<file path="config.mk">
export PLATFORM = sky130hd
export DESIGN_NAME = fp_div_sched
export DESIGN_NICKNAME = d
export VERILOG_FILES = /design/src/rtl/fp_div_sched.sv
export SDC_FILE = /design/constraint.sdc
export NUM_CORES = 1
export LEC_CHECK = 0
export CORE_UTILIZATION = 41
export CTS_CLUSTER_DIAMETER = 150
export DETAILED_ROUTE_END_ITERATION = 16
export GPL_ROUTABILITY_DRIVEN = 1
export GPL_TIMING_DRIVEN = 0
export PLACE_DENSITY = 0.9
export SLEW_MARGIN = 20
export SYNTH_ARGS = -nofsm -noshare
export SYNTH_HDL_FRONTEND = slang
export SYNTH_SLANG_ARGS = --single-unit
</file>
<file path="constraint.sdc">
create_clock -name clk_i -period 4 [get_ports clk_i]
set_input_delay 0.4 -clock clk_i [delete_from_list [all_inputs] [get_ports clk_i]]
set_output_delay 0.4 -clock clk_i [all_outputs]
set_load 0.02 [all_outputs]
</file>
<file path="src/rtl/fp_div_sched.sv">
// fp_div_sched: round-robin scheduler that shares one FP32 divider between two requesters.
// Define FP_DIV_SCHED_TIMEOUT_EN to add a BUSY watchdog that returns an error response (qNaN).
module fp_div_sched #(
  parameter int unsigned TAG_W   = 4,
  parameter int unsigned TIMEOUT = 40
) (
  input  logic             clk_i,
  input  logic             rst_ni,
  input  logic             req0_valid_i,
  input  logic [31:0]      req0_a_i,
  input  logic [31:0]      req0_b_i,
  input  logic [TAG_W-1:0] req0_tag_i,
  output logic             req0_ready_o,
  input  logic             req1_valid_i,
  input  logic [31:0]      req1_a_i,
  input  logic [31:0]      req1_b_i,
  input  logic [TAG_W-1:0] req1_tag_i,
  output logic             req1_ready_o,
  input  logic             flush_i,
  output logic             div_start_o,
  output logic             div_stop_o,
  output logic [31:0]      div_a_o,
  output logic [31:0]      div_b_o,
  input  logic             div_ready_i,
  input  logic             div_done_i,
  input  logic [31:0]      div_result_i,
  output logic             rsp_valid_o,
  output logic             rsp_err_o,
  output logic             rsp_id_o,
  output logic [TAG_W-1:0] rsp_tag_o,
  output logic [31:0]      rsp_data_o,
  input  logic             rsp_ready_i
);

  localparam int unsigned DATA_W = 32;
  localparam logic [DATA_W-1:0] QNAN = 32'h7FC0_0000;

  typedef enum logic [2:0] {
    S_IDLE,
    S_ISSUE,
    S_BUSY,
    S_ABORT,
    S_CAPTURE,
    S_RESP
  } state_e;

  state_e              state_q, state_d;
  logic                last_q, last_d;
  logic                id_q, id_d;
  logic [TAG_W-1:0]    tag_q, tag_d;
  logic [DATA_W-1:0]   a_q, a_d;
  logic [DATA_W-1:0]   b_q, b_d;
  logic [DATA_W-1:0]   data_q, data_d;
  logic                rdy0_q, rdy0_d;
  logic                rdy1_q, rdy1_d;
  logic                start_q, start_d;
  logic                stop_q, stop_d;
  logic                valid_q, valid_d;
  logic                any_req;
  logic                grant;

`ifdef FP_DIV_SCHED_TIMEOUT_EN
  localparam int unsigned CNT_W = $clog2(TIMEOUT + 1);

  logic [CNT_W-1:0]    cnt_q, cnt_d;
  logic                to_q, to_d;
  logic                err_q, err_d;
  logic                timeout_hit;

  // Fires in the last permitted BUSY cycle without a completion.
  assign timeout_hit = (cnt_q == CNT_W'(TIMEOUT - 1));
`endif

  assign any_req = req0_valid_i | req1_valid_i;

  // Contention goes to the requester not served last; otherwise to whoever asks.
  always_comb begin
    if (req0_valid_i && req1_valid_i) begin
      grant = ~last_q;
    end else begin
      grant = req1_valid_i;
    end
  end

  always_comb begin
    state_d = state_q;
    last_d  = last_q;
    id_d    = id_q;
    tag_d   = tag_q;
    a_d     = a_q;
    b_d     = b_q;
    data_d  = data_q;
    rdy0_d  = 1'b0;
    rdy1_d  = 1'b0;
`ifdef FP_DIV_SCHED_TIMEOUT_EN
    to_d    = to_q;
    err_d   = err_q;
    cnt_d   = '0;
`endif

    unique case (state_q)
      S_IDLE: begin
        if (any_req && div_ready_i) begin
          state_d = S_ISSUE;
          id_d    = grant;
          rdy0_d  = ~grant;
          rdy1_d  = grant;
          if (grant) begin
            a_d   = req1_a_i;
            b_d   = req1_b_i;
            tag_d = req1_tag_i;
          end else begin
            a_d   = req0_a_i;
            b_d   = req0_b_i;
            tag_d = req0_tag_i;
          end
        end
      end

      S_ISSUE: begin
        state_d = flush_i ? S_ABORT : S_BUSY;
      end

      S_BUSY: begin
        if (flush_i) begin
          state_d = S_ABORT;
        end else if (div_done_i) begin
          state_d = S_CAPTURE;
        end
`ifdef FP_DIV_SCHED_TIMEOUT_EN
        else if (timeout_hit) begin
          state_d = S_ABORT;
          to_d    = 1'b1;
        end
        cnt_d = cnt_q + CNT_W'(1);
`endif
      end

      // A late div_done_i here belongs to the abandoned operation and is ignored.
      S_ABORT: begin
        if (div_ready_i) begin
`ifdef FP_DIV_SCHED_TIMEOUT_EN
          if (to_q) begin
            state_d = S_RESP;
            data_d  = QNAN;
            err_d   = 1'b1;
          end else begin
            state_d = S_IDLE;
          end
          to_d = 1'b0;
`else
          state_d = S_IDLE;
`endif
        end
      end

      S_CAPTURE: begin
        if (flush_i) begin
          state_d = S_IDLE;
        end else begin
          data_d  = div_result_i;
          state_d = S_RESP;
        end
      end

      // Flush beats a simultaneous handshake, so the grant pointer is left untouched.
      S_RESP: begin
        if (flush_i) begin
          state_d = S_IDLE;
        end else if (rsp_ready_i) begin
          state_d = S_IDLE;
          last_d  = id_q;
        end
      end

      default: begin
        state_d = S_IDLE;
      end
    endcase

    start_d = (state_q == S_ISSUE) && (state_d == S_BUSY);
    stop_d  = (state_d == S_ABORT);
    valid_d = (state_d == S_RESP);
`ifdef FP_DIV_SCHED_TIMEOUT_EN
    if (state_d != S_RESP) begin
      err_d = 1'b0;
    end
`endif
  end

  always_ff @(posedge clk_i or negedge rst_ni) begin
    if (!rst_ni) begin
      state_q <= S_IDLE;
      last_q  <= 1'b1;
      id_q    <= 1'b0;
      tag_q   <= '0;
      a_q     <= '0;
      b_q     <= '0;
      data_q  <= '0;
      rdy0_q  <= 1'b0;
      rdy1_q  <= 1'b0;
      start_q <= 1'b0;
      stop_q  <= 1'b0;
      valid_q <= 1'b0;
    end else begin
      state_q <= state_d;
      last_q  <= last_d;
      id_q    <= id_d;
      tag_q   <= tag_d;
      a_q     <= a_d;
      b_q     <= b_d;
      data_q  <= data_d;
      rdy0_q  <= rdy0_d;
      rdy1_q  <= rdy1_d;
      start_q <= start_d;
      stop_q  <= stop_d;
      valid_q <= valid_d;
    end
  end

`ifdef FP_DIV_SCHED_TIMEOUT_EN
  always_ff @(posedge clk_i or negedge rst_ni) begin
    if (!rst_ni) begin
      cnt_q <= '0;
      to_q  <= 1'b0;
      err_q <= 1'b0;
    end else begin
      cnt_q <= cnt_d;
      to_q  <= to_d;
      err_q <= err_d;
    end
  end

  assign rsp_err_o = err_q;
`else
  assign rsp_err_o = 1'b0;
`endif

  assign req0_ready_o = rdy0_q;
  assign req1_ready_o = rdy1_q;
  assign div_start_o  = start_q;
  assign div_stop_o   = stop_q;
  assign div_a_o      = a_q;
  assign div_b_o      = b_q;
  assign rsp_valid_o  = valid_q;
  assign rsp_id_o     = id_q;
  assign rsp_tag_o    = tag_q;
  assign rsp_data_o   = data_q;

endmodule

</file>
==> results of run 1 <==
[cells in the mapped netlist (all sizes together) (2+ instances only)]
master,count
a21oi,2
a32oi,68
buf,18
clkbuf,28
dfrtp,109
inv,2
mux2,33
nand2,3
nand2b,3
nor2,3
nor4b,4
nor4bb,2
o2bb2ai,68
or2,2
[kinds of logic (layout without fill, tap and decap cells)]
logic type | after synthesis | in the layout | synth area share (%)
buffers and inverters | 48 | 344 | 4.44
DFF | 110 | 110 | 57.8
other | 1 | 1 | 0.0787
and+or+nand+nor | 25 | 25 | 3.65
muxes | 33 | 33 | 7.80
AOI/OAI and AO/OA | 145 | 145 | 26.3
[worst paths after layout]
path,from,endpoint,cells after the start
max in group asynchronous,rst_ni,rsp_tag_o[1],2
min in group clk_i,flush_i,state_q[2],2
worst max register to register,last_q,div_b_o[30],6
worst min register to register,div_b_o[16],div_b_o[16],1
worst max-delay path,last_q,div_b_o[30],6
worst min-delay path,rst_ni,rsp_data_o[17],1
[stage by stage]
stage | area, um^2 | util, % | hold slack (ps)
final | 8030 | 70.6 | 12.1
after global placement | 7740 | 68.1 | 472
after floorplan | 4770 | - | 104
after detailed placement | 7770 | 68.3 | 403
after global routing | 8030 | 70.6 | 41.2
after CTS | 8030 | 70.6 | 27.8
[area by class of cell]
type,instances,area share [%]
timing repair buffer,280,35.1
buffer,46,2.54
clock inverter,3,0.265
sequential,110,34.3
clock buffer,13,2.99
tap,143,2.23
inverter,2,0.0935
multi-input combinational,204,22.4
[state kept, by name, summed over array words and instances, names as in the netlist]
| register | flops |
|---|---|
| div_a_o | 32 |
| div_b_o | 32 |
| rsp_data_o | 32 |
| rsp_tag_o | 4 |
| state_q | 3 |
| div_start_o | 1 |
| div_stop_o | 1 |
| last_q | 1 |
| req0_ready_o | 1 |
| req1_ready_o | 1 |
| rsp_id_o | 1 |
| rsp_valid_o | 1 |
[routing by layer]
layer / part of all wire [%] / GRT usage (%) / vias to the layer above / wire length, um
li1: - / - / 2058 / -
met1: 37 / 28.5 / 2213 / 5980
met2: 51 / 46.3 / 207 / 8270
met3: 9.0 / 7.77 / 32 / 1440
met4: 2.4 / 10.6 / 0 / 381
met5: 0 / 0 / - / 0
[power breakdown]
group          total [uW]  switching [uW]  internal (uW)  leakage (uW)
sequential           1860             270           1590       0.00139
clock                 808             385            424      0.000124
combinational        2710            1340           1370       0.00161
[worst max-delay path: cells and delay by family, from the launching register on]
kind / cells / cell delay [ps]
buffers and inverters: 3 / 1170
and+or+nand+nor: 1 / 90
AOI/OAI and AO/OA: 2 / 390
DFF: 1 / 540
==> impl_metrics.csv, run 1 <==
group,metric,value,unit
yosys,synth_ff_type,"dfrtp_1",
finish,finalNetCount,829,
die,start_util,41.9,%
timing,max_freq,441,MHz
die,row_count,39,
finish,layout.area.seq,2750,um^2
drt,routedWlPerCell,20.1,um
global_routing,grt_max_degree,60,
critical_path,crit_top_cell,"clkbuf_1",
critical_path,r2r_setup_slack,1730,ps
yosys,synth_cells,362,
critical_path,cp.arrival,2530,ps
global_routing,grt_overflow,0,
yosys,yosys.area.top_type,"dfrtp_1",
drt,drc_errors,0,
cts,root_buffer,"clkbuf_16",
drt,drtPass1Iterations,4,
timing,slew_viol_final,0,
yosys,synth_edf_count,0,
placed_design,dp.cells,785,
global_routing,grtUsageTotal,25.9,%
timing,slew_headroom,54.5,%
cts,clock-sinks,110,
critical_path,cp_slowest_cell,"dfstp_2",
global_routing,grt_pass1_wl,23.3,mm
critical_path,startpoint_type,"register",
cts,clk_pin_slew,70,ps
min_path,holdCritPathClass,"in -> async",
timing,finalClockSkew,9.62,ps
cts,postCtsSetupRepairBufs,0,
finish,final_cell_mix,"278 x clkdlybuf4s50_1, 109 x dfrtp_1, 68 x a32oi_1, 68 x o2bb2ai_1, 33 x mux2_2",
critical_path,cp_max_fo,10,
finish,syn2layout_area_growth,68.4,%
die,dieArea,12100,um^2
drt,viasPerCell,5.63,
critical_path,critPathRequiredTime,4260,ps
placed_design,dp_slack,1440,ps
drt,wl,16.1,mm
pwr,power_leakage,0.00312,uW
cts,cts_max_level,3,
die,ios,283,
die,fp.dieH,110,um
placed_design,hpwlAfterDp,12.3,mm
placed_design,gp_congestion,0.890,
global_routing,grt_pass1_vias,4643,
finish,drive_gt1_share,9.73,%
pwr,power_density,670,nW/um^2
yosys,ys_seq_area_share,57.8,%
timing,period_needed,2270,ps
cts,clockBufferDepth,2,
drt,drt-initial-drc-count,204,
timing,setup_ws,1730,ps
die,coreArea,11400,um^2
yosys,ys_async_sr_fraction,100,%
yosys,syn_area,4770,um^2
cts,worstSkewPairLatency,350,ps
timing,finalSetupTns,0,ps
finish,instances_no_fill,801,
critical_path,criticalPathCategory,"reg -> reg",
yosys,ys_top_cells_by_area,"dfrtp_1 57%, a32oi_1 12%, o2bb2ai_1 12%",
finish,diodes,0,
critical_path,endpoint_kind,"register",
critical_path,slowest_delay,540,ps
drt,vias,4510,
timing,tightest_slew,681,ps
yosys,syn_area_per_cell,13.2,um^2
cts,cts_buffers,9,
pwr,vdd_drop_max,0.442,mV
timing,period_share,56.6,%
finish,n_fill_cell,812,
cts,cts_resized,0,
yosys,syn_nets,538,
yosys,synthDistinctLibCells,36,
global_routing,antenna_found_initial,0,
die,die_w,110,um
timing,rsz0062_at_grt,"false",
pwr,p_total,5380,uW
outcome,status,"complete, no violations",
drt,ant_nets,0,
yosys,yosysTopAreaCellShare,57.2,%
finish,layout_commonest_cell,"clkdlybuf4s50_1",
critical_path,cp_cell_sequence,"nand2b_1 -> clkbuf_1 -> clkbuf_1 -> buf_1 -> a32oi_1 -> o2bb2ai_1",
timing,setup_viol,0,
yosys,yosysWarnings,0,
finish,multi_input_area,1800,um^2
timing,hold_viol_final,0,
cts,ctsHoldBuffers,0,
placed_design,port_buffers,279,
run,drv_cap,0,
cts,tritoncts,"yes",
yosys,ys_ff_latch,110,
(Power assumes the default switching activity.)
==> run 2, diff against run 1 <==
Settings changed: CORE_UTILIZATION 41 to 34, PLACE_DENSITY 0.9 to 0.8.
Clock period 4 ns to 2 ns, I/O delays scaled along.
==> run 2 against run 1 <==
Net effect: sequential share of layout area decreased by 0.67 points; via count decreased by 0.27%; register-to-register slack got worse by 1700 ps; count of clock-buffer cells in the layout is 4 lower.
==> impl_metrics.csv, run 2 (synthesis results as in run 1) <==
group,metric,value,unit
pwr,power_density,1340,nW/um^2
finish,finalNetCount,837,
critical_path,criticalPathCategory,"reg -> reg",
die,ios,283,
drt,routedWlPerCell,19.2,um
timing,slew_viol_final,0,
finish,diodes,0,
pwr,p_total,11000,uW
global_routing,grt_max_degree,59,
cts,tritoncts,"yes",
timing,setup_viol,0,
drt,vias,4498,
placed_design,dp.cells,818,
global_routing,grt_overflow,0,
cts,clock-sinks,110,
pwr,power_leakage,0.00320,uW
critical_path,startpoint_type,"register",
drt,wl,16.2,mm
die,coreArea,13500,um^2
cts,root_buffer,"clkbuf_16",
drt,drtPass1Iterations,4,
finish,multi_input_area,1810,um^2
drt,ant_nets,0,
die,die_w,120,um
die,start_util,35.4,%
cts,cts_buffers,9,
finish,n_fill_cell,1080,
placed_design,hpwlAfterDp,12.2,mm
pwr,vdd_drop_max,0.848,mV
run,drv_cap,0,
critical_path,critPathRequiredTime,2220,ps
die,fp.dieH,120,um
critical_path,cp_cell_sequence,"or4b_1 -> buf_6 -> or2_1 -> buf_6 -> buf_8 -> buf_6 -> o2bb2ai_1",
placed_design,port_buffers,279,
cts,worstSkewPairLatency,360,ps
critical_path,cp_max_fo,10,
min_path,holdCritPathClass,"in -> reg",
timing,period_share,98.2,%
global_routing,antenna_found_initial,0,
finish,layout.area.seq,2760,um^2
finish,layout_commonest_cell,"clkdlybuf4s50_1",
finish,instances_no_fill,842,
critical_path,crit_top_cell,"buf_6",
drt,viasPerCell,5.34,
timing,tightest_slew,754,ps
critical_path,critPathBufInv,4,
finish,drive_gt1_share,12.0,%
die,dieArea,14500,um^2
critical_path,slowest_delay,490,ps
timing,period_needed,1960,ps
critical_path,endpoint_kind,"register",
cts,clk_pin_slew,80,ps
cts,cts_max_level,3,
global_routing,grt_pass1_wl,25.2,mm
timing,rsz0062_at_grt,"true",
placed_design,placed_area,7810,um^2
timing,finalClockSkew,9.65,ps
die,row_count,42,
critical_path,cp_top_family,"simple AND/OR/NAND/NOR gates",
cts,clockBufferDepth,2,
finish,finalInstanceArea,8200,um^2
finish,syn2layout_area_growth,71.9,%
critical_path,cp.arrival,2190,ps
drt,drt-initial-drc-count,162,
outcome,status,"complete, no violations",
drt,drc_errors,0,
timing,max_freq,509,MHz
timing,hold_viol_final,0,
timing,timing.hold.ws,274,ps
global_routing,grt_pass1_vias,4821,
critical_path,cp_slowest_cell,"or4b_1",
finish,final_cell_mix,"278 x clkdlybuf4s50_1, 107 x dfrtp_1, 68 x a32oi_1, 68 x o2bb2ai_1, 33 x mux2_2",
global_routing,grtUsageTotal,22.4,%
timing,slew_headroom,49.6,%
placed_design,gp_congestion,0.798,
==> run 2: changes by cell type in the layout (fill, tap and decap cells not counted), sizes merged <==
| cell | before | now |
|---|---|---|
| buf | 20 | 28 |
| clkinvlp | 1 | 2 |
| inv | 2 | 6 |
| clkinv | 2 | 1 |
| dlygate4sd3 | 0 | 1 |
| clkbuf | 41 | 36 |
==> run 2: what timing repair did <==
item                                    4_1_cts  5_1_grt
endpoints found under the setup margin       96       97
gates resized for setup                       9        1
buffers inserted                              0        8
endpoints found under the hold margin        52        0
pin swaps                                     0        1
hold buffers                                  1        0
==> run 2: path summary, 6_finish.rpt <==
| kind | startpoint | endpoint | slack, ps | cells past startpoint |
|---|---|---|---|---|
| max | state_q[2] | div_b_o[24] | 40 | 7 |
| min | flush_i | state_q[2] | 270 | 2 |
| max reg2reg | state_q[2] | div_b_o[24] | 40 | 7 |
| min reg2reg | div_b_o[22] | div_b_o[22] | 490 | 1 |
| max in group asynchronous | rst_ni | last_q | 960 | 3 |
| min in group asynchronous | rst_ni | rsp_data_o[22] | 350 | 2 |
==> run 2: through the flow <==
stage	setup TNS (ps)	utilization, %	setup slack (ps)
floorplan	0	-	132
global placement	-377150	57.8	-3280
detailed placement	-21900	58.0	-448
CTS	-343	60.5	-53.7
global route	-415	60.9	-59.6
finish	0	60.9	35.8
==> run 2: layer usage <==
layer	vias up	part of all wire (%)	global-route usage (%)
li1	2067	-	-
met1	2199	39	25.3
met2	202	50	39.1
met3	30	8.3	7.31
met4	0	2.4	8.33
met5	-	0	0
==> run 2: power breakdown <==
| group | total, uW | leakage (uW) | switching [uW] | internal, uW |
|---|---|---|---|---|
| registers | 3730 | 0.00139 | 541 | 3180 |
| clock network | 1760 | 0.000138 | 881 | 879 |
| logic | 5540 | 0.00167 | 2720 | 2820 |
==> run 2: worst reg2reg max path, cell delays in order, from the launching register on <==
cell,delay [ps]
dfrtp_2,450
or4b_1,490
buf_6,140
or2_1,210
buf_6,140
buf_8,140
buf_6,140
o2bb2ai_1,130
==> run 2: area by class of cell <==
| type | instances | share of cell area [%] |
|---|---|---|
| Timing Repair Buffer | 289 | 35.3 |
| Sequential cell | 110 | 33.6 |
| Multi-Input combinational cell | 204 | 22.1 |
| Clock buffer | 9 | 2.75 |
| Tap cell | 176 | 2.69 |
| Buffer | 45 | 2.67 |
| Clock inverter | 7 | 0.809 |
| Inverter | 2 | 0.0916 |
